==> src/rtl/imem_loader.sv <==
// Boot-time instruction memory loader: receives a length header, little-endian
// 32-bit words and a trailing checksum over a byte stream, writing words to IMEM.
module imem_loader #(
  parameter int ADDR_W = 10
) (
  input  logic              clk,
  input  logic              rst,
  input  logic              start,
  input  logic              s_valid,
  input  logic [7:0]        s_data,
  output logic              s_ready,
  output logic              imem_we,
  output logic [ADDR_W-1:0] imem_addr,
  output logic [31:0]       imem_wdata,
  output logic              cpu_hold,
  output logic              done,
  output logic              error,
  output logic [ADDR_W:0]   word_cnt
);

  typedef enum logic [2:0] {
    IDLE = 3'd0,
    LEN  = 3'd1,
    DATA = 3'd2,
    CSUM = 3'd3,
    DONE = 3'd4,
    ERR  = 3'd5
  } state_t;

  localparam logic [32:0] MAX_WORDS = 33'd1 << ADDR_W;

  state_t              state_q, state_d;
  logic [1:0]          byte_q;
  logic [23:0]         asm_q;
  logic [ADDR_W:0]     len_q;
  logic [31:0]         csum_q;
  logic [ADDR_W:0]     word_cnt_q;
  logic                s_ready_q;
  logic                imem_we_q;
  logic [ADDR_W-1:0]   imem_addr_q;
  logic [31:0]         imem_wdata_q;
  logic                cpu_hold_q;
  logic                done_q;
  logic                error_q;

  logic                beat;
  logic                word_done;
  logic [31:0]         word;
  logic                start_load;
  logic                last_word;
  logic                too_long;

  always_comb begin
    beat       = s_valid && s_ready_q;
    word       = {s_data, asm_q};
    word_done  = beat && (byte_q == 2'd3);
    start_load = start && (state_q == IDLE || state_q == DONE || state_q == ERR);
    last_word  = ((word_cnt_q + {{ADDR_W{1'b0}}, 1'b1}) == len_q);
    too_long   = ({1'b0, word} > MAX_WORDS);

    state_d = state_q;
    case (state_q)
      IDLE, DONE, ERR: begin
        if (start_load) state_d = LEN;
      end
      LEN: begin
        if (word_done) begin
          if (too_long)          state_d = ERR;
          else if (word == 32'd0) state_d = CSUM;
          else                    state_d = DATA;
        end
      end
      DATA: begin
        if (word_done && last_word) state_d = CSUM;
      end
      CSUM: begin
        if (word_done) state_d = (word == csum_q) ? DONE : ERR;
      end
      default: state_d = IDLE;
    endcase
  end

  // Status outputs are registered from the next state so they change together with it.
  always_ff @(posedge clk) begin
    if (!rst) begin
      state_q      <= IDLE;
      byte_q       <= 2'd0;
      word_cnt_q   <= '0;
      csum_q       <= 32'd0;
      s_ready_q    <= 1'b0;
      imem_we_q    <= 1'b0;
      imem_addr_q  <= '0;
      imem_wdata_q <= 32'd0;
      cpu_hold_q   <= 1'b1;
      done_q       <= 1'b0;
      error_q      <= 1'b0;
    end else begin
      state_q    <= state_d;
      s_ready_q  <= (state_d == LEN) || (state_d == DATA) || (state_d == CSUM);
      cpu_hold_q <= (state_d != DONE);
      done_q     <= (state_d == DONE);
      error_q    <= (state_d == ERR);
      imem_we_q  <= 1'b0;

      if (start_load) begin
        byte_q     <= 2'd0;
        word_cnt_q <= '0;
        csum_q     <= 32'd0;
      end else if (beat) begin
        byte_q <= byte_q + 2'd1;
        if (state_q == DATA && word_done) begin
          imem_we_q    <= 1'b1;
          imem_addr_q  <= word_cnt_q[ADDR_W-1:0];
          imem_wdata_q <= word;
          word_cnt_q   <= word_cnt_q + {{ADDR_W{1'b0}}, 1'b1};
          csum_q       <= csum_q + word;
        end
      end
    end
  end

  // Assembly and length registers are pure datapath; byte_q gates their use.
  always_ff @(posedge clk) begin
    if (beat) asm_q <= {s_data, asm_q[23:8]};
    if (state_q == LEN && word_done) len_q <= word[ADDR_W:0];
  end

  assign s_ready    = s_ready_q;
  assign imem_we    = imem_we_q;
  assign imem_addr  = imem_addr_q;
  assign imem_wdata = imem_wdata_q;
  assign cpu_hold   = cpu_hold_q;
  assign done       = done_q;
  assign error      = error_q;
  assign word_cnt   = word_cnt_q;

endmodule

==> config.mk <==
export PLATFORM = sky130hd
export DESIGN_NAME = imem_loader
export DESIGN_NICKNAME = d
export VERILOG_FILES = /design/src/rtl/imem_loader.sv
export SDC_FILE = /design/constraint.sdc
export NUM_CORES = 1
export LEC_CHECK = 0
export BUFFER_PORTS_ARGS = -buffer_cell sky130_fd_sc_hd__clkbuf_2
export CORE_MARGIN = 2
export CORE_UTILIZATION = 59
export DETAILED_ROUTE_END_ITERATION = 6
export PLACE_DENSITY_LB_ADDON = 0.12
export SYNTH_ARGS = -nofsm -noshare
export SYNTH_HDL_FRONTEND = slang
export SYNTH_SLANG_ARGS = --single-unit
==> constraint.sdc <==
create_clock -name clk -period 2.9 [get_ports clk]
set_input_delay 0.435 -clock clk [delete_from_list [all_inputs] [get_ports clk]]
set_output_delay 0.435 -clock clk [all_outputs]
set_load 0.01 [all_outputs]
==> results of run 1 <==
Yosys cell counts, types with 3 or more instances:
cell	number	area (um^2)
clkbuf_1	32	120
nor2b_1	5	31.3
a211oi_1	9	67.6
and2_1	5	31.3
a221o_1	3	30.0
xnor2_1	20	175
a31oi_1	4	25.0
a21o_1	14	105
nor3_1	11	55.1
a211oi_2	5	62.6
mux2i_1	4	40.0
and3_1	12	75.1
nand2_1	152	571
inv_1	13	48.8
a211o_1	3	26.3
o211ai_1	6	45.0
nand4_1	8	50.1
nand3_1	26	130
ha_1	33	413
nand2b_1	8	50.1
o21ai_0	15	75.1
o21a_1	4	30.0
or3_1	10	62.6
nor3b_1	4	30.0
a21oi_1	46	230
nor2_1	38	143
o21ai_1	7	35.0
a21boi_0	42	315
and4_1	3	26.3
nor4_1	15	93.8
buf_2	6	30.0
edfxtp_1	35	1050
xor2_1	18	158
dfxtp_1	95	1900
cell type report:
cell class              count  area share, %
repair buffers             98           7.12
multi-input cells         563           44.8
inverters                  14          0.665
well taps                 140           2.22
clock inverters            15           2.48
clock buffers              17           5.38
flip-flops and latches    130           37.4
flip-flops by register name, summed over array words and instances, names as in the netlist, 2 cells and up:
signal,cells
imem_wdata,32
asm_q,24
word_cnt,11
byte_q,2
len_q,11
state_q,3
imem_addr,10
csum_q,32
worst min-delay path by stage:
stage / from / endpoint / cells past startpoint
3_3_place_gp: csum_q[22]$_SDFFE_PP0P_ / csum_q[22]$_SDFFE_PP0P_ / 2
6_report: s_data[2] / asm_q[18]$_DFFE_PP_ / 1
5_1_grt: s_data[2] / asm_q[18]$_DFFE_PP_ / 1
2_1_floorplan: csum_q[22]$_SDFFE_PP0P_ / csum_q[22]$_SDFFE_PP0P_ / 2
4_1_cts: s_data[2] / asm_q[18]$_DFFE_PP_ / 1
3_5_place_dp: csum_q[22]$_SDFFE_PP0P_ / csum_q[22]$_SDFFE_PP0P_ / 2
logic make-up after synthesis:
| logic type | synth area share [%] |
|---|---|
| compound gates | 19.5 |
| xor+xnor | 4.99 |
| fa+ha+maj | 6.49 |
| buf+inv | 3.26 |
| flops | 44.2 |
| mux | 0.600 |
| simple gates | 21.0 |
power by group through the flow:
stage / Combinational [mW] / Clock, mW / Sequential (mW)
2_1_floorplan: 0.0901 / 0 / 1.93
3_3_place_gp: 0.151 / 0 / 1.94
3_5_place_dp: 0.153 / 0 / 1.94
4_1_cts: 0.154 / 2.27 / 1.90
5_1_grt: 0.171 / 2.34 / 1.90
6_report: 0.158 / 2.24 / 1.90
per-layer routing:
metal  vias to the layer above  wire (um)  GRT usage, %
met5                         -          0             0
met4                         0        797          15.5
met3                        57        831          6.76
met2                       212       8700          53.2
met1                      2779       6910          34.4
li1                       2840          -             -
through the flow:
step                power (mW)  hold WS [ns]  cell area, um^2  util (%)
floorplan                 2.02         0.429             6680         -
global placement          2.09         0.441             7250      66.3
detailed placement        2.09         0.444             7250      66.3
CTS                       4.32         0.255             7870      72.0
global route              4.41         0.251             7910      72.3
finish                    4.30         0.271             7910      72.3
what timing repair did:
item	CTS	global route
buffers inserted	0	1
setup endpoints to repair	0	4
resized for setup	0	4
critical path, stage by stage (launching register included):
cell and delay, ns:
edfxtp_1 0.46, ha_1 0.44, a211oi_2 0.31, o211ai_1 0.18, a21o_1 0.21, o211ai_2 0.23, a21boi_2 0.16, and4_1 0.25
or3_1 0.38, nand3_1 0.08
==> flow_summary.toml, run 1 <==
[die]
coreArea_um2 = 10900
initial_core_util_pct = 61.0
die_h_um = 110
die_w_um = 110
io_pins = 70
num_rows = 38
dieArea_um2 = 12200

[synthesis]
syn_area_um2 = 6680
ys.flop_type = "dfxtp_1"
synthDistinctLibCells = 64
synth_seq_cells = 130
synth_cells = 747
syn_avg_cell_area_um2 = 8.94
synth-edff-count = 35
yosys_warnings = 0
synthArstFlopShare_pct = 0
syn_nets = 793
ys_seq_area_share_pct = 44.2

[timing]
period_needed_ns = 2.76
finClkSkew_ns = 0.00710
final-hold-violation-count = 0
fin_tns_setup_ns = 0
min_period_over_period_pct = 95.3
setup_viol = 0
tightest_slew_ns = 0.716
slew_headroom_pct = 52.1
rsz0062_at_grt = "no"
slew_violations = 0
max_freq_ghz = 0.362
setup_ws_ns = 0.135

[drt]
drt_drc_violations_left = 0
wl_mm = 17.2
vias_per_cell = 6.03
drt_first_iter_violations = 472
drt_pre_antenna_iters = 5
vias = 5888
avgRoutedWirePerCell_um = 17.6
ant_nets = 0

[job]
drv_cap = 0

[placement]
dp_hpwl_mm = 12.5
portBuffers = 69
gp_congestion = 0.968
pre_cts_ws_ns = 0.0888
placed_cells = 944

[power]
clkPwrFrac_pct = 52.2
p_int_mw = 3.31
p_comb_share_pct = 3.7
power_density_nw_per_um2 = 544
vdd_drop_max_v = 0.000578
seq_power_share_pct = 44.1
leakagePower_nw = 3.16
sw_frac_of_total_pct = 23.0
switchingPower_mw = 0.990

[critical_path]
r2r_cells = 9
start_kind = "flip-flop"
endpoint = "csum_q[29]$_SDFFE_PP0P_"
critPathLaunch = "asm_q[1]$_DFFE_PP_"
r2r_slack_ns = 0.14
critical_path_class = "reg -> reg"
cp-end-kind = "flip-flop"
r2r-start = "asm_q[1]$_DFFE_PP_"
cp_max_fo = 6
crit_required_ns = 3.27
r2r-end = "csum_q[29]$_SDFFE_PP0P_"
arrival_ns = 3.14

[clocking]
clock-sinks = 130
cts_root_buffer = "clkbuf_16"
clockBufferDepth = 2
htree_levels = 4
cts_tree = "done"
cts_made_buffers = 17
clk_pin_slew_ns = 0.06
holdBufCountCts = 0
clock_latency_ns = 0.43

[final_layout]
multiInputGateArea_um2 = 3540
area_growth_pct = 18.4
insertedDiodeCount = 0
final_common_cell = "nand2_1"
finalNonFillerCells = 977
nNetsFinal = 870
layout_common_cells = "152 x nand2_1, 95 x dfxtp_1, 69 x clkbuf_2, 46 x a21oi_1, 42 x a21boi_0"
drive_gt1_share_pct = 17.8
register_area_um2 = 2950
fillers = 853

[grt]
gr-total-overflow = 0
grt_util_all_layers_pct = 30.3
grt_max_degree = 54
antenna_found_initial = 0
grt_pass1_vias = 5512
grt_pass1_wl_mm = 27.5

[min_path]
hold_path_class = "in -> reg"

[run_status]
status = "finished, final reports clean"
(Power assumes the default switching activity.)
==> run 2, diff against run 1 <==
--- a/config.mk
+++ b/config.mk
@@ -10,6 +10,8 @@
 export CORE_UTILIZATION = 59
 export DETAILED_ROUTE_END_ITERATION = 6
 export PLACE_DENSITY_LB_ADDON = 0.12
+export SETUP_SLACK_MARGIN = 0.4
+export SLEW_MARGIN = 20
 export SYNTH_ARGS = -nofsm -noshare
 export SYNTH_HDL_FRONTEND = slang
 export SYNTH_SLANG_ARGS = --single-unit
==> flow_summary.toml, run 2 (same netlist as run 1, synthesis figures left out) <==
[drt]
drt_first_iter_violations = 493
drt_drc_violations_left = 0
drt_pre_antenna_iters = 5
vias = 6100
ant_nets = 0
avgRoutedWirePerCell_um = 19.0
wl_mm = 19.0
vias_per_cell = 6.09

[grt]
grt_pass1_vias = 5879
gr-total-overflow = 0
grt_pass1_wl_mm = 29.2
antenna_found_initial = 0
grt_max_degree = 45
grt_util_all_layers_pct = 32.1

[clocking]
htree_levels = 4
cts_tree = "done"
cts_root_buffer = "clkbuf_16"
holdBufCountCts = 0
cts_made_buffers = 17
clock_latency_ns = 0.43
clockBufferDepth = 2
clock-sinks = 130
clk_pin_slew_ns = 0.06

[timing]
final-hold-violation-count = 0
fin_tns_setup_ns = 0
period_needed_ns = 2.62
setup_viol = 0
rsz0062_at_grt = "yes"
finClkSkew_ns = 0.0119
slew_violations = 0
min_period_over_period_pct = 90.4
slew_headroom_pct = 49.9
setup_ws_ns = 0.277
max_freq_ghz = 0.381
tightest_slew_ns = 0.749

[critical_path]
crit_required_ns = 3.21
slowest_delay_ns = 0.37
cp_max_fo = 2
r2r-end = "csum_q[30]$_SDFFE_PP0P_"
r2r_slack_ns = 0.28
r2r_cells = 11
arrival_ns = 2.93
cp_slowest_cell = "edfxtp_1"
critPathLaunch = "asm_q[0]$_DFFE_PP_"
cp_cell_sequence = "ha_2 > inv_2 > fa_2 > nand2b_4 > a211oi_4 > o21bai_4 > a21oi_4 > a211oi_2 > o2111a_1 > o211ai_1 > or3b_1"
r2r-start = "asm_q[0]$_DFFE_PP_"
critical_path_class = "reg -> reg"
start_kind = "flip-flop"
cp-end-kind = "flip-flop"

[min_path]
hp-start = "s_data[4]"
holdPathEnd = "asm_q[20]$_DFFE_PP_"
hold_path_class = "in -> reg"
hold_depth = 1

[power]
seq_power_share_pct = 43.1
p_int_mw = 3.43
finalPower_mw = 4.40
power_density_nw_per_um2 = 526
sw_frac_of_total_pct = 22.0
leakagePower_nw = 3.29
p_comb_share_pct = 4.1
vdd_drop_max_v = 0.000604
clkPwrFrac_pct = 52.8
switchingPower_mw = 0.969

[placement]
portBuffers = 69
pre_cts_ws_ns = -0.00748
gp_congestion = 0.916
dp_hpwl_mm = 12.7
place_area_um2 = 7260
placed_cells = 943

[final_layout]
layout_common_cells = "152 x nand2_1, 94 x dfxtp_1, 69 x clkbuf_2, 51 x buf_4"
nNetsFinal = 895
finalNonFillerCells = 1002
area_growth_pct = 25.4
drive_gt1_share_pct = 23.5
insertedDiodeCount = 0
final_common_cell = "nand2_1"
stdcell_area_um2 = 8370

[run_status]
status = "finished, final reports clean"

[job]
drv_cap = 0

[die]
die_h_um = 110
num_rows = 38
initial_core_util_pct = 61.0
dieArea_um2 = 12200
die_w_um = 110
io_pins = 70
coreArea_um2 = 10900
run 2: cell types whose count changed in the layout (fill, tap and decap cells not counted), sizes merged:
cell,delta
buf,+25
clkbuf,+5
inv,-4
clkinv,-3
clkinvlp,+2
run 2: what timing repair did:
action,4_1_cts,5_1_grt
hold endpoints to repair,0,0
pin swaps,16,17
resized for setup,24,23
endpoints found under the setup margin,20,21
setup buffers,18,9
run 2: routing by layer:
layer / vias up / share of wire [%] / global-route usage [%]
met3: 77 / 5.9 / 7.29
li1: 2878 / - / -
met5: - / 0 / 0
met4: 0 / 4.8 / 18.2
met1: 2888 / 39 / 35.1
met2: 257 / 50 / 56.9
run 2: how the worst max path moves through the flow:
stage	cells past startpoint	to
after floorplan	11	csum_q[30]$_SDFFE_PP0P_
after global placement	9	s_ready$_SDFF_PN0_
after CTS	11	csum_q[30]$_SDFFE_PP0P_
after detailed placement	9	s_ready$_SDFF_PN0_
final	11	csum_q[30]$_SDFFE_PP0P_
after global routing	11	csum_q[30]$_SDFFE_PP0P_
run 2: worst max-delay path: cells and delay by family, from the launching register on:
| kind | cells | cell delay [ns] |
|---|---|---|
| compound gates | 6 | 1.03 |
| fa+ha+maj | 2 | 0.56 |
| simple gates | 2 | 0.51 |
| flops | 1 | 0.37 |
| buf+inv | 1 | 0.05 |
run 2: final cells by class:
| class | count | area [um^2] |
|---|---|---|
| inverters | 14 | 52.6 |
| clock buffers | 22 | 497 |
| well taps | 140 | 175 |
| multi-input cells | 563 | 3780 |
| flip-flops and latches | 130 | 2950 |
| repair buffers | 123 | 762 |
| clock inverters | 10 | 144 |
| fillers | 778 | 2570 |
run 2: power groups by stage:
stage	clock network, mW	logic (mW)	registers [mW]
after floorplan	0	0.0908	1.93
after global placement	0	0.148	1.94
after detailed placement	0	0.152	1.94
after CTS	2.33	0.167	1.90
after global routing	2.40	0.193	1.90
final	2.32	0.181	1.90
run 2: stage by stage:
| stage | utilization, % | hold slack (ns) |
|---|---|---|
| global placement | 66.4 | 0.443 |
| global route | 76.5 | 0.252 |
| finish | 76.5 | 0.254 |
| floorplan | - | 0.429 |
| detailed placement | 66.4 | 0.450 |
| CTS | 74.9 | 0.251 |
==> run 3, diff against run 2 <==
--- a/config.mk
+++ b/config.mk
@@ -10,7 +10,7 @@
 export CORE_UTILIZATION = 59
 export DETAILED_ROUTE_END_ITERATION = 6
 export PLACE_DENSITY_LB_ADDON = 0.12
-export SETUP_SLACK_MARGIN = 0.4
+export SETUP_SLACK_MARGIN = 0.5
 export SLEW_MARGIN = 20
 export SYNTH_ARGS = -nofsm -noshare
 export SYNTH_HDL_FRONTEND = slang
==> flow_summary.toml, run 3 (same netlist as run 1, synthesis figures left out) <==
[timing]
tightest_slew_ns = 0.647
slew_headroom_pct = 56.7
period_needed_ns = 2.67
min_period_over_period_pct = 92.1
finClkSkew_ns = 0.00812
slew_violations = 0
fin_tns_setup_ns = 0
rsz0062_at_grt = "yes"
fin_hold_ws_ns = 0.252
max_freq_ghz = 0.374
setup_viol = 0
final-hold-violation-count = 0

[placement]
gp_congestion = 0.959
placed_cells = 939
portBuffers = 69
place_area_um2 = 7230
dp_hpwl_mm = 12.4

[power]
sw_frac_of_total_pct = 21.6
switchingPower_mw = 0.918
leakagePower_nw = 3.35
p_int_mw = 3.34
seq_power_share_pct = 44.6
vdd_drop_max_v = 0.000342
p_comb_share_pct = 4.7
clkPwrFrac_pct = 50.8
power_density_nw_per_um2 = 495

[grt]
antenna_found_initial = 0
grt_pass1_wl_mm = 29.5
grt_util_all_layers_pct = 32.1
grt_pass1_vias = 5844
grt_max_degree = 45
gr-total-overflow = 0

[drt]
avgRoutedWirePerCell_um = 19.5
drt_drc_violations_left = 0
drt_pre_antenna_iters = 5
vias_per_cell = 6.18
vias = 6277
ant_nets = 0
wl_mm = 19.8
drt_first_iter_violations = 481

[critical_path]
cp_cell_sequence = "ha_4 > inv_2 > fa_2 > nand2b_4 > a211oi_4 > o21bai_4 > a21oi_4 > buf_4 > buf_6 > buf_6 > a41oi_4 > xnor2_1 > nand2_1 > a21oi_2"
critPathBufInv = 4
crit_top_cell = "buf_6"
slowest_delay_ns = 0.41
r2r-start = "asm_q[0]$_DFFE_PP_"
r2r-end = "csum_q[14]$_SDFFE_PP0P_"
r2r_slack_ns = 0.23
critical_path_class = "reg -> reg"
cp_slowest_cell = "edfxtp_1"
cp_max_fo = 4
arrival_ns = 3.01
cpLargestDelayFamily = "compound AO/OA/AOI/OAI gates"
start_kind = "flip-flop"
crit_required_ns = 3.24
cp-end-kind = "flip-flop"
r2r_cells = 14

[min_path]
hold_depth = 1
hold_path_class = "in -> reg"
hp-start = "s_data[5]"
holdPathEnd = "asm_q[21]$_DFFE_PP_"

[clocking]
cts_tree = "done"
clock-sinks = 130
clk_pin_slew_ns = 0.05
cts_made_buffers = 17
cts_root_buffer = "clkbuf_16"
clock_latency_ns = 0.42
htree_levels = 4
clockBufferDepth = 2

[die]
num_rows = 38
dieArea_um2 = 12200
initial_core_util_pct = 61.0
coreArea_um2 = 10900
die_w_um = 110
io_pins = 70
die_h_um = 110

[job]
drv_cap = 0

[final_layout]
stdcell_area_um2 = 8590
layout_common_cells = "152 x nand2_1, 93 x dfxtp_1, 69 x clkbuf_2, 63 x buf_4, 42 x a21boi_0"
finalNonFillerCells = 1015
fillers = 708
insertedDiodeCount = 0
final_common_cell = "nand2_1"
area_growth_pct = 28.8
nNetsFinal = 908
drive_gt1_share_pct = 27.4

[run_status]
status = "finished, final reports clean"
## run 3: cell types whose count changed in the layout (fill, tap and decap cells not counted), moves of 2 or more
| cell | change |
|---|---|
| buf_4 | +12 |
| ha_1 | -11 |
| ha_4 | +9 |
| clkinv_2 | +6 |
| nor4_2 | +5 |
| a21oi_1 | -4 |
| a21oi_2 | +4 |
| nor4_1 | -4 |
| clkinvlp_4 | -3 |
| inv_6 | -3 |
| clkbuf_16 | -2 |
| ha_2 | +2 |
| o21ai_2 | +2 |
## run 3: power groups by stage
stage	logic [mW]	clock network, mW	registers [mW]
3_5_place_dp	0.148	0	1.94
3_3_place_gp	0.145	0	1.94
4_1_cts	0.175	2.17	1.90
2_1_floorplan	0.0918	0	1.93
6_report	0.198	2.16	1.90
5_1_grt	0.210	2.24	1.90
## run 3: area by class of cell
| cell class | instances | area (um^2) | area share (%) |
|---|---|---|---|
| multi-input cells | 563 | 3950 | 46.0 |
| flip-flops and latches | 130 | 2960 | 34.4 |
| repair buffers | 136 | 863 | 10.0 |
| clock buffers | 20 | 457 | 5.31 |
| well taps | 140 | 175 | 2.04 |
| clock inverters | 12 | 138 | 1.60 |
| inverters | 14 | 52.6 | 0.611 |
## run 3: what timing repair did
action / in CTS / in global routing
resized for setup: 42 / 34
endpoints found under the setup margin: 23 / 24
hold buffers: 0 / 0
pin swaps: 18 / 28
buffers inserted: 28 / 16
## run 3: routing by layer
metal | GRT usage, % | part of all wire (%)
met1 | 37.8 | 38
met4 | 17.2 | 6.2
met5 | 0 | 0
met3 | 6.29 | 6.7
met2 | 55.0 | 49
## run 3: how the worst max path moves through the flow
stage               slack, ns  cells after the start                      end               start
floorplan                0.27                     11  csum_q[30]$_SDFFE_PP0P_  asm_q[0]$_DFFE_PP_
global placement         0.22                     11  csum_q[30]$_SDFFE_PP0P_  asm_q[0]$_DFFE_PP_
detailed placement       0.16                     11  csum_q[30]$_SDFFE_PP0P_  asm_q[0]$_DFFE_PP_
CTS                      0.37                     11  csum_q[30]$_SDFFE_PP0P_  asm_q[0]$_DFFE_PP_
global route             0.11                     14  csum_q[14]$_SDFFE_PP0P_  asm_q[0]$_DFFE_PP_
finish                   0.23                     14  csum_q[14]$_SDFFE_PP0P_  asm_q[0]$_DFFE_PP_
## run 3: through the flow
stage | util, % | power (mW) | setup slack [ns]
after global placement | 66.1 | 2.08 | 0.219
after detailed placement | 66.1 | 2.09 | 0.162
after CTS | 75.9 | 4.24 | 0.374
after floorplan | - | 2.02 | 0.268
after global routing | 78.6 | 4.34 | 0.108
final | 78.6 | 4.26 | 0.228
## run 3: worst reg2reg max path, cell delays in order (launching register included)
cell and delay (ns):
edfxtp_1 0.41, ha_4 0.17, inv_2 0.04, fa_2 0.33
nand2b_4 0.16, a211oi_4 0.30, o21bai_4 0.10, a21oi_4 0.13
buf_4 0.12, buf_6 0.08, buf_6 0.11, a41oi_4 0.15
xnor2_1 0.18, nand2_1 0.10, a21oi_2 0.19
